===== src/rtl/seg_display_scan_pkg.sv =====
// Shared constants for the six-digit HH:MM:SS scanner: digit indexing and
// active-high 7-segment patterns in {g,f,e,d,c,b,a} order.
package seg_display_scan_pkg;

    localparam int NUM_DIGITS = 6;

    typedef logic [2:0] digit_idx_t;

    localparam digit_idx_t LAST_DIGIT  = 3'd5;
    localparam digit_idx_t COLON_IDX_A = 3'd2;
    localparam digit_idx_t COLON_IDX_B = 3'd4;

    localparam logic [6:0] SEG_0     = 7'b0111111;
    localparam logic [6:0] SEG_1     = 7'b0000110;
    localparam logic [6:0] SEG_2     = 7'b1011011;
    localparam logic [6:0] SEG_3     = 7'b1001111;
    localparam logic [6:0] SEG_4     = 7'b1100110;
    localparam logic [6:0] SEG_5     = 7'b1101101;
    localparam logic [6:0] SEG_6     = 7'b1111101;
    localparam logic [6:0] SEG_7     = 7'b0000111;
    localparam logic [6:0] SEG_8     = 7'b1111111;
    localparam logic [6:0] SEG_9     = 7'b1101111;
    localparam logic [6:0] SEG_DASH  = 7'b1000000;
    localparam logic [6:0] SEG_BLANK = 7'b0000000;

    // Active-high one-hot anode vector for a digit index; out-of-range gives none.
    function automatic logic [NUM_DIGITS-1:0] digit_onehot(input digit_idx_t idx);
        logic [NUM_DIGITS-1:0] v;
        v = '0;
        case (idx)
            3'd0: v = 6'b000001;
            3'd1: v = 6'b000010;
            3'd2: v = 6'b000100;
            3'd3: v = 6'b001000;
            3'd4: v = 6'b010000;
            3'd5: v = 6'b100000;
            default: v = '0;
        endcase
        return v;
    endfunction

endpackage


===== src/rtl/seg_display_scan_bcd_to_seg.sv =====
// Combinational BCD to active-high 7-segment decoder; codes 10-15 show a dash.
module bcd_to_seg
    import seg_display_scan_pkg::*;
(
    input  logic [3:0] i_bcd,
    output logic [6:0] o_seg
);

    always_comb begin
        o_seg = SEG_DASH;
        case (i_bcd)
            4'd0: o_seg = SEG_0;
            4'd1: o_seg = SEG_1;
            4'd2: o_seg = SEG_2;
            4'd3: o_seg = SEG_3;
            4'd4: o_seg = SEG_4;
            4'd5: o_seg = SEG_5;
            4'd6: o_seg = SEG_6;
            4'd7: o_seg = SEG_7;
            4'd8: o_seg = SEG_8;
            4'd9: o_seg = SEG_9;
            default: o_seg = SEG_DASH;
        endcase
    end

endmodule


===== src/rtl/seg_display_scan.sv =====
// Six-digit multiplexed 7-segment scanner with per-frame snapshot, anode guard
// time and even-second colon. Define SEG_BLINK_EN to add per-digit blinking.
module seg_display_scan
    import seg_display_scan_pkg::*;
#(
    parameter int CLK_HZ      = 50_000_000,
    parameter int SCAN_HZ     = 1_000,
    parameter int GUARD_CYC   = 4,
    parameter bit SEG_ACT_LOW = 1'b1,
    parameter bit AN_ACT_LOW  = 1'b1
) (
    input  logic                  i_clk,
    input  logic                  i_reset,
    input  logic [3:0]            i_hour_tens,
    input  logic [3:0]            i_hour_ones,
    input  logic [3:0]            i_min_tens,
    input  logic [3:0]            i_min_ones,
    input  logic [3:0]            i_sec_tens,
    input  logic [3:0]            i_sec_ones,
`ifdef SEG_BLINK_EN
    input  logic [NUM_DIGITS-1:0] i_blink_mask,
`endif
    output logic [6:0]            o_seg,
    output logic                  o_dp,
    output logic [NUM_DIGITS-1:0] o_an
);

    localparam int DIV   = CLK_HZ / SCAN_HZ;
    localparam int CNT_W = (DIV > 1) ? $clog2(DIV) : 1;

    localparam logic [CNT_W-1:0]      CNT_LAST  = CNT_W'(DIV - 1);
    localparam logic [CNT_W-1:0]      GUARD_VAL = CNT_W'(GUARD_CYC);
    localparam logic [6:0]            SEG_INV   = {7{SEG_ACT_LOW}};
    localparam logic [NUM_DIGITS-1:0] AN_INV    = {NUM_DIGITS{AN_ACT_LOW}};

    logic [CNT_W-1:0]           r_cnt;
    digit_idx_t                 r_idx;
    logic [NUM_DIGITS-1:0][3:0] r_snap;
    logic                       r_load_pend;
    logic [6:0]                 r_seg;
    logic                       r_dp;
    logic [NUM_DIGITS-1:0]      r_an;

    logic                  w_tick;
    logic                  w_guard;
    logic                  w_blank;
    logic [3:0]            w_digit;
    logic [6:0]            w_pattern;
    logic [6:0]            w_seg_act;
    logic                  w_dp_act;
    logic [NUM_DIGITS-1:0] w_an_act;

    assign w_tick  = (r_cnt == CNT_LAST);
    assign w_guard = (r_cnt < GUARD_VAL);

    always_ff @(posedge i_clk) begin
        if (i_reset) begin
            r_cnt <= '0;
            r_idx <= '0;
        end else if (w_tick) begin
            r_cnt <= '0;
            r_idx <= (r_idx == LAST_DIGIT) ? digit_idx_t'(0) : r_idx + 3'd1;
        end else begin
            r_cnt <= r_cnt + 1'b1;
        end
    end

    // The snapshot is only refreshed at frame boundaries so a carry rippling
    // through the counters upstream can never tear a displayed frame.
    always_ff @(posedge i_clk) begin
        if (i_reset) begin
            r_snap      <= '0;
            r_load_pend <= 1'b1;
        end else if (r_load_pend || (w_tick && r_idx == LAST_DIGIT)) begin
            r_snap      <= {i_hour_tens, i_hour_ones, i_min_tens,
                            i_min_ones, i_sec_tens, i_sec_ones};
            r_load_pend <= 1'b0;
        end
    end

`ifdef SEG_BLINK_EN
    localparam int HALF = CLK_HZ / 2;
    localparam int PH_W = (HALF > 1) ? $clog2(HALF) : 1;
    localparam logic [PH_W-1:0] PH_RELOAD = PH_W'(HALF - 1);

    logic [PH_W-1:0] r_phase_cnt;
    logic            r_phase;

    always_ff @(posedge i_clk) begin
        if (i_reset) begin
            r_phase_cnt <= PH_RELOAD;
            r_phase     <= 1'b0;
        end else if (r_phase_cnt == '0) begin
            r_phase_cnt <= PH_RELOAD;
            r_phase     <= ~r_phase;
        end else begin
            r_phase_cnt <= r_phase_cnt - 1'b1;
        end
    end

    always_comb begin
        w_blank = 1'b0;
        if (r_phase) begin
            case (r_idx)
                3'd0: w_blank = i_blink_mask[0];
                3'd1: w_blank = i_blink_mask[1];
                3'd2: w_blank = i_blink_mask[2];
                3'd3: w_blank = i_blink_mask[3];
                3'd4: w_blank = i_blink_mask[4];
                3'd5: w_blank = i_blink_mask[5];
                default: w_blank = 1'b0;
            endcase
        end
    end
`else
    assign w_blank = 1'b0;
`endif

    always_comb begin
        w_digit = 4'd0;
        case (r_idx)
            3'd0: w_digit = r_snap[0];
            3'd1: w_digit = r_snap[1];
            3'd2: w_digit = r_snap[2];
            3'd3: w_digit = r_snap[3];
            3'd4: w_digit = r_snap[4];
            3'd5: w_digit = r_snap[5];
            default: w_digit = 4'd0;
        endcase
    end

    bcd_to_seg u_bcd_to_seg (
        .i_bcd (w_digit),
        .o_seg (w_pattern)
    );

    // Segments are blanked along with the anodes during guard so nothing of
    // the previous digit's pattern can ghost onto the next anode.
    always_comb begin
        w_an_act  = '0;
        w_seg_act = SEG_BLANK;
        w_dp_act  = 1'b0;
        if (!w_guard) begin
            w_an_act = digit_onehot(r_idx);
            if (!w_blank) begin
                w_seg_act = w_pattern;
                w_dp_act  = ((r_idx == COLON_IDX_A) || (r_idx == COLON_IDX_B))
                            && !r_snap[0][0];
            end
        end
    end

    always_ff @(posedge i_clk) begin
        if (i_reset) begin
            r_seg <= SEG_INV;
            r_dp  <= SEG_ACT_LOW;
            r_an  <= AN_INV;
        end else begin
            r_seg <= w_seg_act ^ SEG_INV;
            r_dp  <= w_dp_act ^ SEG_ACT_LOW;
            r_an  <= w_an_act ^ AN_INV;
        end
    end

    assign o_seg = r_seg;
    assign o_dp  = r_dp;
    assign o_an  = r_an;

endmodule

===== config.mk =====
export PLATFORM = sky130hd
export DESIGN_NAME = seg_display_scan
export DESIGN_NICKNAME = d
export VERILOG_FILES = /design/src/rtl/seg_display_scan_pkg.sv /design/src/rtl/seg_display_scan_bcd_to_seg.sv /design/src/rtl/seg_display_scan.sv
export SDC_FILE = /design/constraint.sdc
export NUM_CORES = 1
export LEC_CHECK = 0
export ABC_AREA = 1
export CAP_MARGIN = 20
export CELL_PAD_IN_SITES_DETAIL_PLACEMENT = 1
export CELL_PAD_IN_SITES_GLOBAL_PLACEMENT = 1
export CORE_MARGIN = 2
export CORE_UTILIZATION = 25
export DETAILED_ROUTE_END_ITERATION = 10
export PLACE_DENSITY_LB_ADDON = 0.3
export SLEW_MARGIN = 20
export SYNTH_ARGS = -nofsm -noshare
export SYNTH_HDL_FRONTEND = slang
export SYNTH_SLANG_ARGS = --single-unit
export TNS_END_PERCENT = 5

===== constraint.sdc =====
create_clock -name i_clk -period 3.8 [get_ports i_clk]
set_input_delay 1.14 -clock i_clk [delete_from_list [all_inputs] [get_ports i_clk]]
set_output_delay 1.14 -clock i_clk [all_outputs]
set_load 0.1 [all_outputs]

# Word level (Yosys, flattened, before mapping)
# Memory sizes are Yosys's and may differ from the RTL's.
# Index checks and enable logic that the tools add are counted.
totals:
  ff_bits: 58
  rom_bits: 112
  output_inout_bits: 14
  wordCells: 38
  mem_count: 1
op_classes:
  add_sub_neg: 2
  n_lt_le_gt_ge: 1
  n_eq_ne: 6
  mux: 6
  n_bitwise: 3
  reduce_logical: 7
mem_list:
  columns: ["name", "depth", "word_bits", "read_ports", "rd_clocked_by_memory_dff", "wr", "line", "rtl"]
  rows:
  - ["(name not given)", 16, 7, 1, 0, 0, "seg_display_scan_bcd_to_seg.sv:11", "case (i_bcd)"]
ops:
  columns: ["cell", "count"]
  rows:
  - ["6-bit case mux with 6 select lines", 1]
  - ["4-bit case mux with 6 select lines", 1]
  - ["16-bit by 1-bit adder with 16-bit output (second input constant)", 1]
  - ["16-bit == test (second input constant)", 1]
  - ["16-bit by 3-bit less-than comparator with 1-bit output (second input constant)", 1]
  - ["7-bit 2-to-1 mux", 1]
  - ["7-bit inverter", 1]
  - ["3-bit by 2-bit == test with 1-bit output (second input constant)", 2]
  - ["3-bit == test (second input constant)", 2]
  - ["6-bit 2-to-1 mux", 1]
  - ["6-bit inverter", 1]
  - ["3-bit by 1-bit adder with 3-bit output (second input constant)", 1]
  - ["3-bit by 1-bit == test with 1-bit output (second input constant)", 1]
  - ["3-bit zero test", 1]
  - ["3-bit 2-to-1 mux", 1]
  - ["1-bit logical AND", 2]
  - ["1-bit logical OR", 2]
  - ["2-bit OR reduction", 1]
  - ["1-bit zero test", 1]
  - ["1-bit 2-to-1 mux", 1]
  - ["1-bit inverter", 1]

# Depth between registers and ports, before layout
# Gate-level depths: netlist of the first run.
depth:
  ltp_word: 5
  mapped_depth: 13
  mapped_depth_nobuf: 13

# Cells and area by module
# From an unflattened synthesis of the first run, not the netlist that was laid out.
hier_totals:
  hier_cells: 395
  area_unflattened_um2: 2829.0
by_module_without_submodules:
  columns: ["module", "n_inst", "cells_per_inst", "area_each_um2", "seq_area_each_um2"]
  rows:
  - ["seg_display_scan", 1, 359, 2636.3, 1161.1]
  - ["bcd_to_seg", 1, 36, 192.7, 0.0]

# Least setup slack after synthesis of the first run
# No wires, ideal clock.
synth_timing:
  path_kind: "reg2out"
  start: "reg r_an[0], in the netlist o_an[0]"
  end: "out o_an[0]"
  arrival_time_ns: 0.909
  path_slack_ns: 1.751
  path_stages_with_launch: 1
  n_path_buf: 0
  path_cell_list: "dfxtp_1"
synth_lines:
  columns: ["element", "line", "rtl"]
  rows:
  - ["start, declared", "seg_display_scan.sv:42", "logic [NUM_DIGITS-1:0] r_an;"]
  - ["start signal, assigned", "seg_display_scan.sv:161", "r_an <= w_an_act ^ AN_INV;"]
  - ["end, declared", "seg_display_scan.sv:25", "output logic [NUM_DIGITS-1:0] o_an"]
# No word-level cell between the ends.

# Final worst setup path of the first run
layout_timing:
  start: "reg r_idx[2]"
  end: "reg r_seg[0], in the netlist o_seg[0]"
layout_between:
  elab_chain_cells: 5
  elab_cells_between_ends: 10
  classes_between: "eq/ne: 5; mux: 2; bitwise: 1; reduce/logical: 1; memory: 1"
layout_rtl:
  columns: ["element", "line", "rtl"]
  rows:
  - ["start, declared", "seg_display_scan.sv:37", "digit_idx_t r_idx;"]
  - ["start signal, assigned", "seg_display_scan.sv:62", "r_idx <= (r_idx == LAST_DIGIT) ? digit_idx_t'(0) : r_idx + 3'd1;"]
  - ["3-bit == test (tied with other cells)", "seg_display_scan.sv:121", "case (r_idx)"]
  - ["4-bit case mux with 6 select lines (*)", "seg_display_scan.sv:121", null]
  - ["memory read 16 x 7 bit (*)", null, null]
  - ["7-bit 2-to-1 mux (*)", "seg_display_scan.sv:143", "if (!w_guard) begin"]
  - ["7-bit inverter (no line) (*)", null, null]
  - ["end signal, assigned", "seg_display_scan.sv:159", "r_seg <= w_seg_act ^ SEG_INV;"]
  - ["end, declared", "seg_display_scan.sv:40", "logic [6:0] r_seg;"]
# Every way passes the cells marked *; elsewhere a longest branch is shown, timed or not.
# A chain may end at the register's enable or synchronous reset.

==> results.ini, run 1 <==
[clock_network]
post_cts_resized = 0
clockBufferDepth = 2
path_clk_slew_ns = 0.06
h-tree-depth = 3
cts_made_buffers = 9
clockRootBuffer = clkbuf_8
clkLatencyLatePin_ns = 0.33
clkSinkCount = 58
postCtsSetupRepairBufs = 0
postCtsHoldBufs = 0
cts_tree = yes

[worst_setup_path]
r2r_cells = 11
worst-setup-path-type = reg -> reg
max_stage_delay_ns = 0.57
critPathArrivalTime_ns = 2.83
r2r_start = r_idx[2]
endpoint_kind = flip-flop
cp_common_cell = nand3_1
r2r_slack_ns = 1.19
critPathRequiredTime_ns = 4.01
cp_slowest_cell = dfxtp_1
startpoint = r_idx[2]
path_max_fanout = 11
crit_path_start_kind = flip-flop
cp_cell_sequence = clkinv_1, ha_1, nand2_1, nand2_1, nor2_1, inv_1, ha_1, inv_1, nand3_1, nand3_1, nand3_1

[sta]
slew_violations = 0
tightest_slew_ns = 0.770
hold_viol_final = 0
finalSetupTns_ns = 0
fin_crit_ns = 2.61
setup_viol = 0
max_slew_margin_pct = 48.3
finalCritPeriodShare_pct = 68.8
grt_setup_unrepaired = no
skew_ns = 0.00615
fmax_mhz = 382
worst_slack_ns = 1.19
hold_slack_ns = 0.458

[die]
die_w_um = 107
die_area_mm2 = 0.0115
core_mm2 = 0.0104
pin_count = 40
rows = 37
fp.dieH_um = 107
initial_utilization_pct = 25.8

[power_and_ir_drop]
ir_drop_uv = 148
totalPowerFinal_uw = 1320
power_per_cell_area_mw_per_mm2 = 396
power_leakage_uw = 0.00133

[routing]
antenna_left = 0
drtIter0Drc = 105
wire_per_inst_um = 12.5
viasPerCell = 4.45
wl_mm = 6.83
drt-pass1-iter-count = 4
drc = 0
num_vias = 2441

[placement]
postPlaceCellArea_mm2 = 0.00314
place_hpwl_mm = 5.01
place_ws_ns = 1.06
port_buffers = 39
gp_congestion = 0.809

[synth]
yosysTopAreaCell = dfxtp_1
synth_area_leaders = dfxtp_1 43%, nand2_1 12%, nand3_1 10%
netlist_instances = 369
synth_ff_type = dfxtp_1
synth_cell_types = 31
synth_fp_nets = 403
yosys_warnings = 0
netlist.area_leader.share_pct = 43.4
ys_ff_latch = 58
seq_area_frac_synth_pct = 43.4
async_flop_share_pct = 0
synth_edf_count = 0
syn_area_mm2 = 0.00268
avgSynthCellArea_um2 = 7.25

[job]
cap_violations = 0

[grt]
grt_pass1_vias = 2443
grt_max_degree = 27
grt_first_pass_wirelength_mm = 11.8
grt.total_usage_pct = 12.9
antenna_found_initial = 0
gr-total-overflow = 0

[layout]
seq_area_mm2 = 0.00116
n_fill_cell = 1308
drive_above_1_share_pct = 12.4
n_antenna_cell = 0
most-common-layout-cells = 84 x nand2_1, 58 x dfxtp_1, 55 x nand3_1
layout-area-overhead-vs-synth_pct = 24.8
multi_input_area_mm2 = 0.00129
final_nets = 441
layout_commonest_cell = nand2_1
stdcell_area_mm2 = 0.00334

[hold_path]
hp-start = r_cnt[0]
min_path_type = reg -> reg
whs_path_depth = 1

[status]
outcome = complete, no violations

==> area by class of cell <==
type	instances	area share (%)
multi-input combinational	256	38.5
sequential	58	34.8
timing repair buffer	40	10.9
clock buffer	15	5.88
tap	136	5.10
inverter	42	4.72
clock inverter	1	0.150
==> stage by stage <==
| stage | cells | util (%) |
|---|---|---|
| after global routing | 548 | 32.2 |
| after CTS | 548 | 32.2 |
| after floorplan | 369 | - |
| after detailed placement | 532 | 30.3 |
| after global placement | 532 | 30.3 |
| final | 548 | 32.2 |
==> report_power, final <==
group / leakage [uW] / switching (uW) / internal (uW)
Clock: 0.000106 / 243 / 326
Sequential: 0.000474 / 11.0 / 628
Combinational: 0.000753 / 68.4 / 48.5
==> state kept, by name, summed over array words and instances, names as in the netlist <==
signal / cells
o_seg: 7
o_dp: 1
r_cnt: 16
r_load_pend: 1
r_idx: 3
r_snap: 24
o_an: 6
==> layer usage <==
metal | track usage, % | part of all wire (%) | up-vias
li1 | - | - | 1273
met1 | 17.8 | 51 | 1108
met5 | 0 | 0 | -
met2 | 19.5 | 43 | 51
met4 | 5.22 | 1.6 | 0
met3 | 2.78 | 4.5 | 9
==> cells in the mapped netlist (2+ instances only) <==
library cell and n:
a21oi_1 31, buf_2 5, buf_6 2, clkbuf_1 6, clkinv_1 2, dfxtp_1 58, ha_1 8, inv_1 33
inv_2 7, nand2_1 84, nand2_2 2, nand3_1 55, nand4_1 7, nor2_1 34, nor2_2 4, nor2_4 2
nor3_1 6, nor3b_1 2, o21ai_0 4, or2_2 2, xnor2_1 4, xor2_1 2
==> worst max-delay path: cells and delay by family (launching register included) <==
| kind | cells | cell delay [ns] |
|---|---|---|
| AND/OR/NAND/NOR | 6 | 0.75 |
| adder cells (fa/ha/maj) | 2 | 0.62 |
| flip-flops | 1 | 0.57 |
| buffers and inverters | 3 | 0.54 |
==> logic make-up (layout without fill, tap and decap cells) <==
| kind of cell | Yosys count | in the layout | share of synthesized area, % |
|---|---|---|---|
| flip-flops | 58 | 58 | 43.4 |
| AND/OR/NAND/NOR | 202 | 202 | 34.6 |
| adder cells (fa/ha/maj) | 8 | 8 | 3.74 |
| XOR/XNOR | 6 | 6 | 1.96 |
| buffers and inverters | 55 | 98 | 8.51 |
| AO/OA/AOI/OAI | 40 | 40 | 7.81 |
==> path summary, 6_finish.rpt <==
| check | endpoint |
|---|---|
| hold / removal | r_cnt[0] |
| hold reg to reg | r_cnt[0] |
| setup / recovery | o_seg[0] |
| setup reg to reg | o_seg[0] |
Power figures use the tool's default switching activity.
==> run 2, diff against run 1 <==
clock period = 2.17 ns   (was 3.8 ns; I/O delays follow)
==> run 2 against run 1 <==
Against the previous run: first-iteration DRC count shrank 8.6%; total power grew 86%; setup slack lost 0.92 ns; cell count grew 1.3%; clock power grew 99%; sequential share of layout area shrank 0.77 points; hold slack gained 0.0028 ns; sequential power grew 75%; critical path type unchanged.
==> results.ini, run 2 (synthesis gave the netlist of run 1 again) <==
[clock_network]
postCtsHoldBufs = 0
h-tree-depth = 3
clockBufferDepth = 2
cts_tree = yes
path_clk_slew_ns = 0.07
post_cts_resized = 0
postCtsSetupRepairBufs = 0
clockRootBuffer = clkbuf_8
cts_made_buffers = 9
clkLatencyLatePin_ns = 0.34
clkSinkCount = 58

[layout]
final_nets = 448
layout-area-overhead-vs-synth_pct = 27.8
drive_above_1_share_pct = 14.3
regMostFlops = r_snap
final_core_util_pct = 33.0
n_antenna_cell = 0
most-common-layout-cells = 84 x nand2_1, 57 x dfxtp_1, 55 x nand3_1
instances_no_fill = 555
layout_commonest_cell = nand2_1
largest_reg_flops = 24

[grt]
grt_max_degree = 26
antenna_found_initial = 0
grt.total_usage_pct = 13.2
gr-total-overflow = 0
grt_pass1_vias = 2515
grt_first_pass_wirelength_mm = 11.9

[routing]
viasPerCell = 4.34
num_vias = 2411
wl_mm = 6.88
drtIter0Drc = 96
wire_per_inst_um = 12.4
antenna_left = 0
drt-pass1-iter-count = 4
drc = 0

[sta]
max_slew_margin_pct = 52.7
fmax_mhz = 524
hold_slack_ns = 0.461
slew_violations = 0
finalSetupTns_ns = 0
tightest_slew_ns = 0.705
hold_viol_final = 0
grt_setup_unrepaired = no
fin_crit_ns = 1.91
setup_viol = 0
finalCritPeriodShare_pct = 87.9
skew_ns = 0.0111

[power_and_ir_drop]
power_leakage_uw = 0.00137
ir_drop_uv = 308
totalPowerFinal_uw = 2460
power_per_cell_area_mw_per_mm2 = 719

[worst_setup_path]
crit_path_start_kind = flip-flop
critPathArrivalTime_ns = 2.12
worst-setup-path-type = reg -> reg
endpoint_kind = flip-flop
critPathRequiredTime_ns = 2.39
path_max_fanout = 6

[die]
initial_utilization_pct = 25.8
pin_count = 40
rows = 37
core_mm2 = 0.0104
die_w_um = 107
die_area_mm2 = 0.0115
fp.dieH_um = 107

[hold_path]
min_path_type = reg -> reg

[placement]
gp_congestion = 0.842
port_buffers = 39
place_hpwl_mm = 5.27
dpl.cell_count = 539

[status]
outcome = complete, no violations

[job]
cap_violations = 0

run 2: changes by cell type in the layout (fill, tap and decap cells not counted), moves of 2 or more:
cell       before  now
clkinv_4        0    3
bufinv_16       0    2
clkbuf_8       14    9
buf_4          15   22
run 2: cell type report:
| cell class | count | area [um^2] |
|---|---|---|
| fillers | 1310 | 6950 |
| inverters | 42 | 158 |
| flip-flops and latches | 58 | 1160 |
| well taps | 136 | 170 |
| clock inverters | 7 | 103 |
| clock buffers | 9 | 124 |
| repair buffers | 47 | 415 |
| multi-input cells | 256 | 1290 |
run 2: report_power, final:
group	total (uW)	switching (uW)	internal [uW]
clock network	1130	474	655
registers	1120	21.2	1100
logic	208	120	88.1
run 2: worst max-delay path: stages, from the launching register on:
cell	delay (ns)
dfxtp_1	0.37
inv_2	0.12
nand3_1	0.18
o21ai_0	0.24
inv_1	0.06
nand2_1	0.19
inv_1	0.12
ha_1	0.19
inv_1	0.05
nand3_1	0.09
nand3_1	0.11
nand3_1	0.08
run 2: worst paths after layout:
check           start       end  slack [ns]  depth (start not counted)
max          r_idx[1]  o_seg[3]        0.26                         11
min          r_cnt[0]  r_cnt[0]        0.46                          1
max reg2reg  r_idx[1]  o_seg[3]        0.26                         11
min reg2reg  r_cnt[0]  r_cnt[0]        0.46                          1
run 2: through the flow:
| step | cell area [um^2] | setup WS (ns) |
|---|---|---|
| 5_1_grt | 3420 | 0.0193 |
| 4_1_cts | 3420 | 0.223 |
| 2_1_floorplan | 2680 | 0.369 |
| 3_5_place_dp | 3190 | 0.217 |
| 3_3_place_gp | 3190 | 0.228 |
| 6_report | 3420 | 0.263 |
run 2: metal layers:
layer / vias up / wire, um / global-route usage [%]
met5: - / 0 / 0
met4: 0 / 93 / 6.32
met3: 7 / 286 / 2.91
met2: 45 / 2910 / 20.4
met1: 1076 / 3590 / 17.4
li1: 1283 / - / -
